### src/rtl/aes_mcol_seq_if.sv
// Handshake bundle for aes_mcol_seq: input state stream and result stream.
// Optional in_inv exists only when AES_MCOL_INV_EN is defined.
interface aes_mcol_seq_if #(
  parameter int unsigned Nb = 4
);
  logic                  in_valid;
  logic                  in_ready;
  logic [4*Nb-1:0][7:0]  in_state;
  logic                  in_bypass;
`ifdef AES_MCOL_INV_EN
  logic                  in_inv;
`endif
  logic                  out_valid;
  logic                  out_ready;
  logic [4*Nb-1:0][7:0]  out_state;

  // Upstream/downstream side (drives states in, accepts results)
  modport master (
    output in_valid,
    output in_state,
    output in_bypass,
`ifdef AES_MCOL_INV_EN
    output in_inv,
`endif
    output out_ready,
    input  in_ready,
    input  out_valid,
    input  out_state
  );

  // Sequencer side
  modport slave (
    input  in_valid,
    input  in_state,
    input  in_bypass,
`ifdef AES_MCOL_INV_EN
    input  in_inv,
`endif
    input  out_ready,
    output in_ready,
    output out_valid,
    output out_state
  );
endinterface

### src/rtl/aes_mcol_seq.sv
// Iterative AES MixColumns: one shared column mixer, one column per cycle.
// Define AES_MCOL_INV_EN to add the in_inv port and InvMixColumns support.
module aes_mcol_seq #(
  parameter int unsigned Nb = 4
) (
  input  logic         clock,
  input  logic         reset,
  aes_mcol_seq_if.slave bus
);
  localparam int unsigned COL_W = (Nb > 1) ? $clog2(Nb) : 1;

  typedef enum logic [1:0] {IDLE, BUSY, DONE} state_t;
  typedef logic [3:0][7:0] col_t;

  state_t                 state;
  state_t                 state_nx;
  logic [COL_W-1:0]       col;
  logic [Nb-1:0][3:0][7:0] work;
  logic [Nb-1:0][3:0][7:0] result;
  logic                   accept;
  logic                   last_col;
  col_t                   cur;
  col_t                   mixed;
`ifdef AES_MCOL_INV_EN
  logic                   mode_inv;
`endif

  function automatic logic [7:0] xt(input logic [7:0] b);
    return {b[6:0], 1'b0} ^ (b[7] ? 8'h1b : 8'h00);
  endfunction

  function automatic col_t mix_fwd(input col_t a);
    col_t o;
    for (int r = 0; r < 4; r++) begin
      o[2'(r)] = xt(a[2'(r)])
               ^ (xt(a[2'(r + 1)]) ^ a[2'(r + 1)])
               ^ a[2'(r + 2)]
               ^ a[2'(r + 3)];
    end
    return o;
  endfunction

`ifdef AES_MCOL_INV_EN
  // Multiplies by 0e/0b/0d/09 share the x2/x4/x8 chain of each byte
  function automatic logic [7:0] mul_e(input logic [7:0] b);
    return xt(xt(xt(b))) ^ xt(xt(b)) ^ xt(b);
  endfunction
  function automatic logic [7:0] mul_b(input logic [7:0] b);
    return xt(xt(xt(b))) ^ xt(b) ^ b;
  endfunction
  function automatic logic [7:0] mul_d(input logic [7:0] b);
    return xt(xt(xt(b))) ^ xt(xt(b)) ^ b;
  endfunction
  function automatic logic [7:0] mul_9(input logic [7:0] b);
    return xt(xt(xt(b))) ^ b;
  endfunction

  function automatic col_t mix_inv(input col_t a);
    col_t o;
    for (int r = 0; r < 4; r++) begin
      o[2'(r)] = mul_e(a[2'(r)])
               ^ mul_b(a[2'(r + 1)])
               ^ mul_d(a[2'(r + 2)])
               ^ mul_9(a[2'(r + 3)]);
    end
    return o;
  endfunction
`endif

  assign cur      = work[col];
  assign last_col = (col == COL_W'(Nb - 1));
  assign accept   = bus.in_valid && bus.in_ready;

`ifdef AES_MCOL_INV_EN
  assign mixed = mode_inv ? mix_inv(cur) : mix_fwd(cur);
`else
  assign mixed = mix_fwd(cur);
`endif

  // State register
  always_ff @(posedge clock) begin
    if (reset) state <= IDLE;
    else       state <= state_nx;
  end

  // Next state and handshake outputs
  always_comb begin
    state_nx      = state;
    bus.in_ready  = 1'b0;
    bus.out_valid = 1'b0;
    case (state)
      IDLE: begin
        bus.in_ready = !reset;
        if (bus.in_valid && !reset) state_nx = bus.in_bypass ? DONE : BUSY;
      end
      BUSY: begin
        if (last_col) state_nx = DONE;
      end
      DONE: begin
        bus.out_valid = 1'b1;
        if (bus.out_ready) state_nx = IDLE;
      end
      default: state_nx = IDLE;
    endcase
  end

  // Work/result buffers and column counter
  always_ff @(posedge clock) begin
    if (reset) begin
      col    <= '0;
      work   <= '0;
      result <= '0;
`ifdef AES_MCOL_INV_EN
      mode_inv <= 1'b0;
`endif
    end else begin
      case (state)
        IDLE: begin
          if (accept) begin
            work <= bus.in_state;
            col  <= '0;
`ifdef AES_MCOL_INV_EN
            mode_inv <= bus.in_inv;
`endif
            if (bus.in_bypass) result <= bus.in_state;
          end
        end
        BUSY: begin
          result[col] <= mixed;
          if (!last_col) col <= col + COL_W'(1);
        end
        default: ;
      endcase
    end
  end

  assign bus.out_state = result;

endmodule

### src/flat_wrapper.sv
// flat-port wrapper written by rule: the top's interface ports become plain ports
module aes_mcol_seq_flat 
#(
  parameter int unsigned Nb = 4
)
  (clock, reset, bus_in_valid, bus_in_state, bus_in_bypass, bus_out_ready, bus_in_ready, bus_out_valid, bus_out_state);
  aes_mcol_seq_if #(.Nb(Nb)) bus_i ();
  input  logic clock;
  input  logic reset;
  input wire logic [$bits(bus_i.in_valid)-1:0] bus_in_valid;
  input wire logic [$bits(bus_i.in_state)-1:0] bus_in_state;
  input wire logic [$bits(bus_i.in_bypass)-1:0] bus_in_bypass;
  input wire logic [$bits(bus_i.out_ready)-1:0] bus_out_ready;
  output wire logic [$bits(bus_i.in_ready)-1:0] bus_in_ready;
  output wire logic [$bits(bus_i.out_valid)-1:0] bus_out_valid;
  output wire logic [$bits(bus_i.out_state)-1:0] bus_out_state;
  assign bus_i.in_valid = bus_in_valid;
  assign bus_i.in_state = bus_in_state;
  assign bus_i.in_bypass = bus_in_bypass;
  assign bus_i.out_ready = bus_out_ready;
  assign bus_in_ready = bus_i.in_ready;
  assign bus_out_valid = bus_i.out_valid;
  assign bus_out_state = bus_i.out_state;
  aes_mcol_seq #(.Nb(Nb)) u_core (.clock(clock), .reset(reset), .bus(bus_i));
endmodule
### config.mk
export PLATFORM = sky130hd
export DESIGN_NAME = aes_mcol_seq_flat
export DESIGN_NICKNAME = d
export VERILOG_FILES = /design/src/rtl/aes_mcol_seq_if.sv /design/src/rtl/aes_mcol_seq.sv /design/src/flat_wrapper.sv
export SDC_FILE = /design/constraint.sdc
export NUM_CORES = 1
export LEC_CHECK = 0
export CAP_MARGIN = 20
export CORE_MARGIN = 2
export CORE_UTILIZATION = 39
export CTS_CLUSTER_SIZE = 40
export DETAILED_ROUTE_END_ITERATION = 7
export GPL_TIMING_DRIVEN = 1
export PLACE_DENSITY = 0.94
export SYNTH_ARGS = -nofsm -noshare
export SYNTH_HDL_FRONTEND = slang
export SYNTH_SLANG_ARGS = --single-unit
### constraint.sdc
create_clock -name clock -period 4.02 [get_ports clock]
set_input_delay 1.206 -clock clock [delete_from_list [all_inputs] [get_ports clock]]
set_output_delay 1.206 -clock clock [all_outputs]
set_load 0.05 [all_outputs]
==> results_dict.tcl <==
set metrics [dict create \
    cts_sinks 132 \
    antennaDiodeCount 0 \
    fin_crit_ns 3.35 \
    root_buffer "clkbuf_8" \
    critPathArrivalTime_ns 2.14 \
    setup_viol 0 \
    hp-class "reg2reg" \
    die_h_microns 108 \
    crit_fanout 2 \
    relSlewSlack 0.579 \
    htree_levels 4 \
    path_class "in2out" \
    crit_path_end "bus_in_ready" \
    routed_via_density 5.23 \
    post_cts_buffers 0 \
    path_cells "clkdlybuf4s50_1 > nor3_1 > buf_12" \
    place_congestion 0.805 \
    cts_tree "yes" \
    syn_nets 463 \
    comb_power_share 0.193 \
    crit_path_end_kind "output port" \
    antenna_found_initial 0 \
    cp-startpoint "reset" \
    netlist_area_sq_um 4230 \
    worst_slew_pin_slew_ns 0.631 \
    finalHoldViolCount 0 \
    min_path_cells 1 \
    pre_cts_ws_ns 0.693 \
    synth-seq-cells 132 \
    synth_top_cell_by_area "dfxtp_1" \
    layout.nets 720 \
    gr-total-overflow 0 \
    grt_pass1_vias 4069 \
    cp_slowest_cell "clkdlybuf4s50_1" \
    swShare 0.269 \
    drive_gt1_frac 0.0604 \
    wl_mm 13.7 \
    die-area_sq_um 11700 \
    grt_max_degree 129 \
    switchingPower_uw 963 \
    layout_common_cells "261 x clkdlybuf4s50_1, 132 x dfxtp_1, 128 x a22o_1" \
    first_iter_violations 170 \
    tns_ns 0 \
    cts_buffers 17 \
    yosysWarnings 0 \
    finalMaxSlewViolations 0 \
    r2r_cells 4 \
    rsz0062_at_grt "no" \
    power_density_nw_per_um2 480 \
    finalWorstSetupSlack_ns 0.674 \
    min_period_over_period 0.832 \
    r2r_slack_ns 2.03 \
    avgSynthCellArea_sq_um 13.0 \
    drtAntennaViolNets 0 \
    leakagePower_uw 0.00290 \
    critPathLaunchType "input pin" \
    skew_ns 0.00711 \
    clkPwrFrac 0.407 \
    port_buffers 262 \
    clk_pin_slew_ns 0.05 \
    cts_resized 0 \
    wl_per_cell_microns 18.6 \
    cp.required_ns 2.81 \
    fmaxAchievable_ghz 0.299 \
    initial_utilization 0.395 \
    std_cell_rows 38 \
    hold_buffers 0 \
    ys_seq_area_frac 0.625 \
    die_x_microns 108 \
    synth.top_cell.area_share 0.625 \
    final_common_cell "clkdlybuf4s50_1" \
    io_pins 263 \
    num_vias 3847 \
    nFillCells 757 \
    core_sq_um 10700 \
    reg2reg_from "u_core.state[0]" \
    slowest_delay_ns 0.43 \
    ys_top_cells_by_area "dfxtp_1 63%, a22o_1 27%, buf_6 2.9%" \
    drc 0 \
    drv_cap 0 \
    track_usage 0.232 \
    synth_cells 326 \
    status "completed" \
    grt_pass1_wl_mm 20.8 \
    p_int_uw 2610 \
    dr.pass1.iters 4 \
    hpwl_mm 9.47 \
    ir_drop_mv 0.295 \
    p_seq_frac 0.400 \
    area_delta_synth_final_pct 76.4 \
    clockBufferDepth 2 \
    clock_latency_ns 0.52 \
    r2r-end "u_core.bus.out_state[120]" \
    synth_cell_types 24 \
]
## kinds of logic (layout without fill, tap and decap cells)
family	after synthesis	count (layout)	share of synthesized area
simple gates	15	15	0.0204
compound gates	143	143	0.290
buf+inv	32	302	0.0530
fa+ha+maj	4	4	0.0118
flops	132	132	0.625
## synthesized netlist by cell type, drive strengths merged
cell and n:
dfxtp 132, o31ai 2, a21oi 3, o21ai 6
a21o 3, clkbuf 2, nor3 3, and3b 1
nand2b 1, a31oi 1, nand2 1, nor2b 2
inv 2, nor2 3, ha 4, buf 28
nor4b 1, nand3 1, and2 2, a22o 128
## area by class of cell
| cell class | count | area [sq um] | share of cell area |
|---|---|---|---|
| Timing Repair Buffer | 268 | 2700 | 0.363 |
| Sequential cell | 132 | 2640 | 0.354 |
| Multi-Input combinational cell | 162 | 1370 | 0.184 |
| Clock buffer | 28 | 485 | 0.0651 |
| Tap cell | 140 | 175 | 0.0235 |
| Clock inverter | 4 | 70.1 | 0.00940 |
| Inverter | 2 | 7.51 | 0.00101 |
## worst min-delay path by stage
stage | start | to | slack [ns]
6_report | u_core.bus.out_state[111] | u_core.bus.out_state[111] | 0.47
5_1_grt | u_core.bus.out_state[112] | u_core.bus.out_state[112] | 0.49
4_1_cts | u_core.bus.out_state[111] | u_core.bus.out_state[111] | 0.47
3_5_place_dp | u_core.bus.out_state[32] | u_core.bus.out_state[32] | 0.46
3_3_place_gp | u_core.bus.out_state[38] | u_core.bus.out_state[38] | 0.46
2_1_floorplan | u_core.col[1] | u_core.col[1] | 0.51
## critical path, delay by kind of cell
family / cells / cell delay, ns
and+or+nand+nor: 1 / 0.32
buffers and inverters: 2 / 0.62
## registers in the layout (all words and copies together), names as in the netlist
| register | cells |
|---|---|
| u_core.state | 2 |
| u_core.bus.out_state | 128 |
| u_core.col | 2 |
## power by group through the flow
stage                     Combinational [uW]  Sequential, uW  Clock, uW
after floorplan                          141            1690          0
after global placement                   675            1450          0
after detailed placement                 688            1460          0
after CTS                                693            1430       1480
after global routing                     718            1440       1540
final                                    690            1430       1450
## metrics by stage
step / power [uW] / cell area (sq um) / hold slack, ns / utilization / cells
finish: 3580 / 7450 / 0.470 / 0.697 / 736
global route: 3690 / 7450 / 0.488 / 0.697 / 736
CTS: 3600 / 7450 / 0.473 / 0.697 / 736
detailed placement: 2140 / 6900 / 0.455 / 0.645 / 704
global placement: 2130 / 6900 / 0.456 / 0.645 / 704
floorplan: 1830 / 4230 / 0.507 / - / 326
## layer usage
layer / vias to the layer above / GRT usage / share of wire
met5: - / 0 / 0
met4: 0 / 0.111 / 0.023
met3: 25 / 0.0796 / 0.083
met2: 188 / 0.413 / 0.52
met1: 1870 / 0.246 / 0.37
li1: 1764 / - / -
No activity file was read; power rests on OpenSTA's default activity.
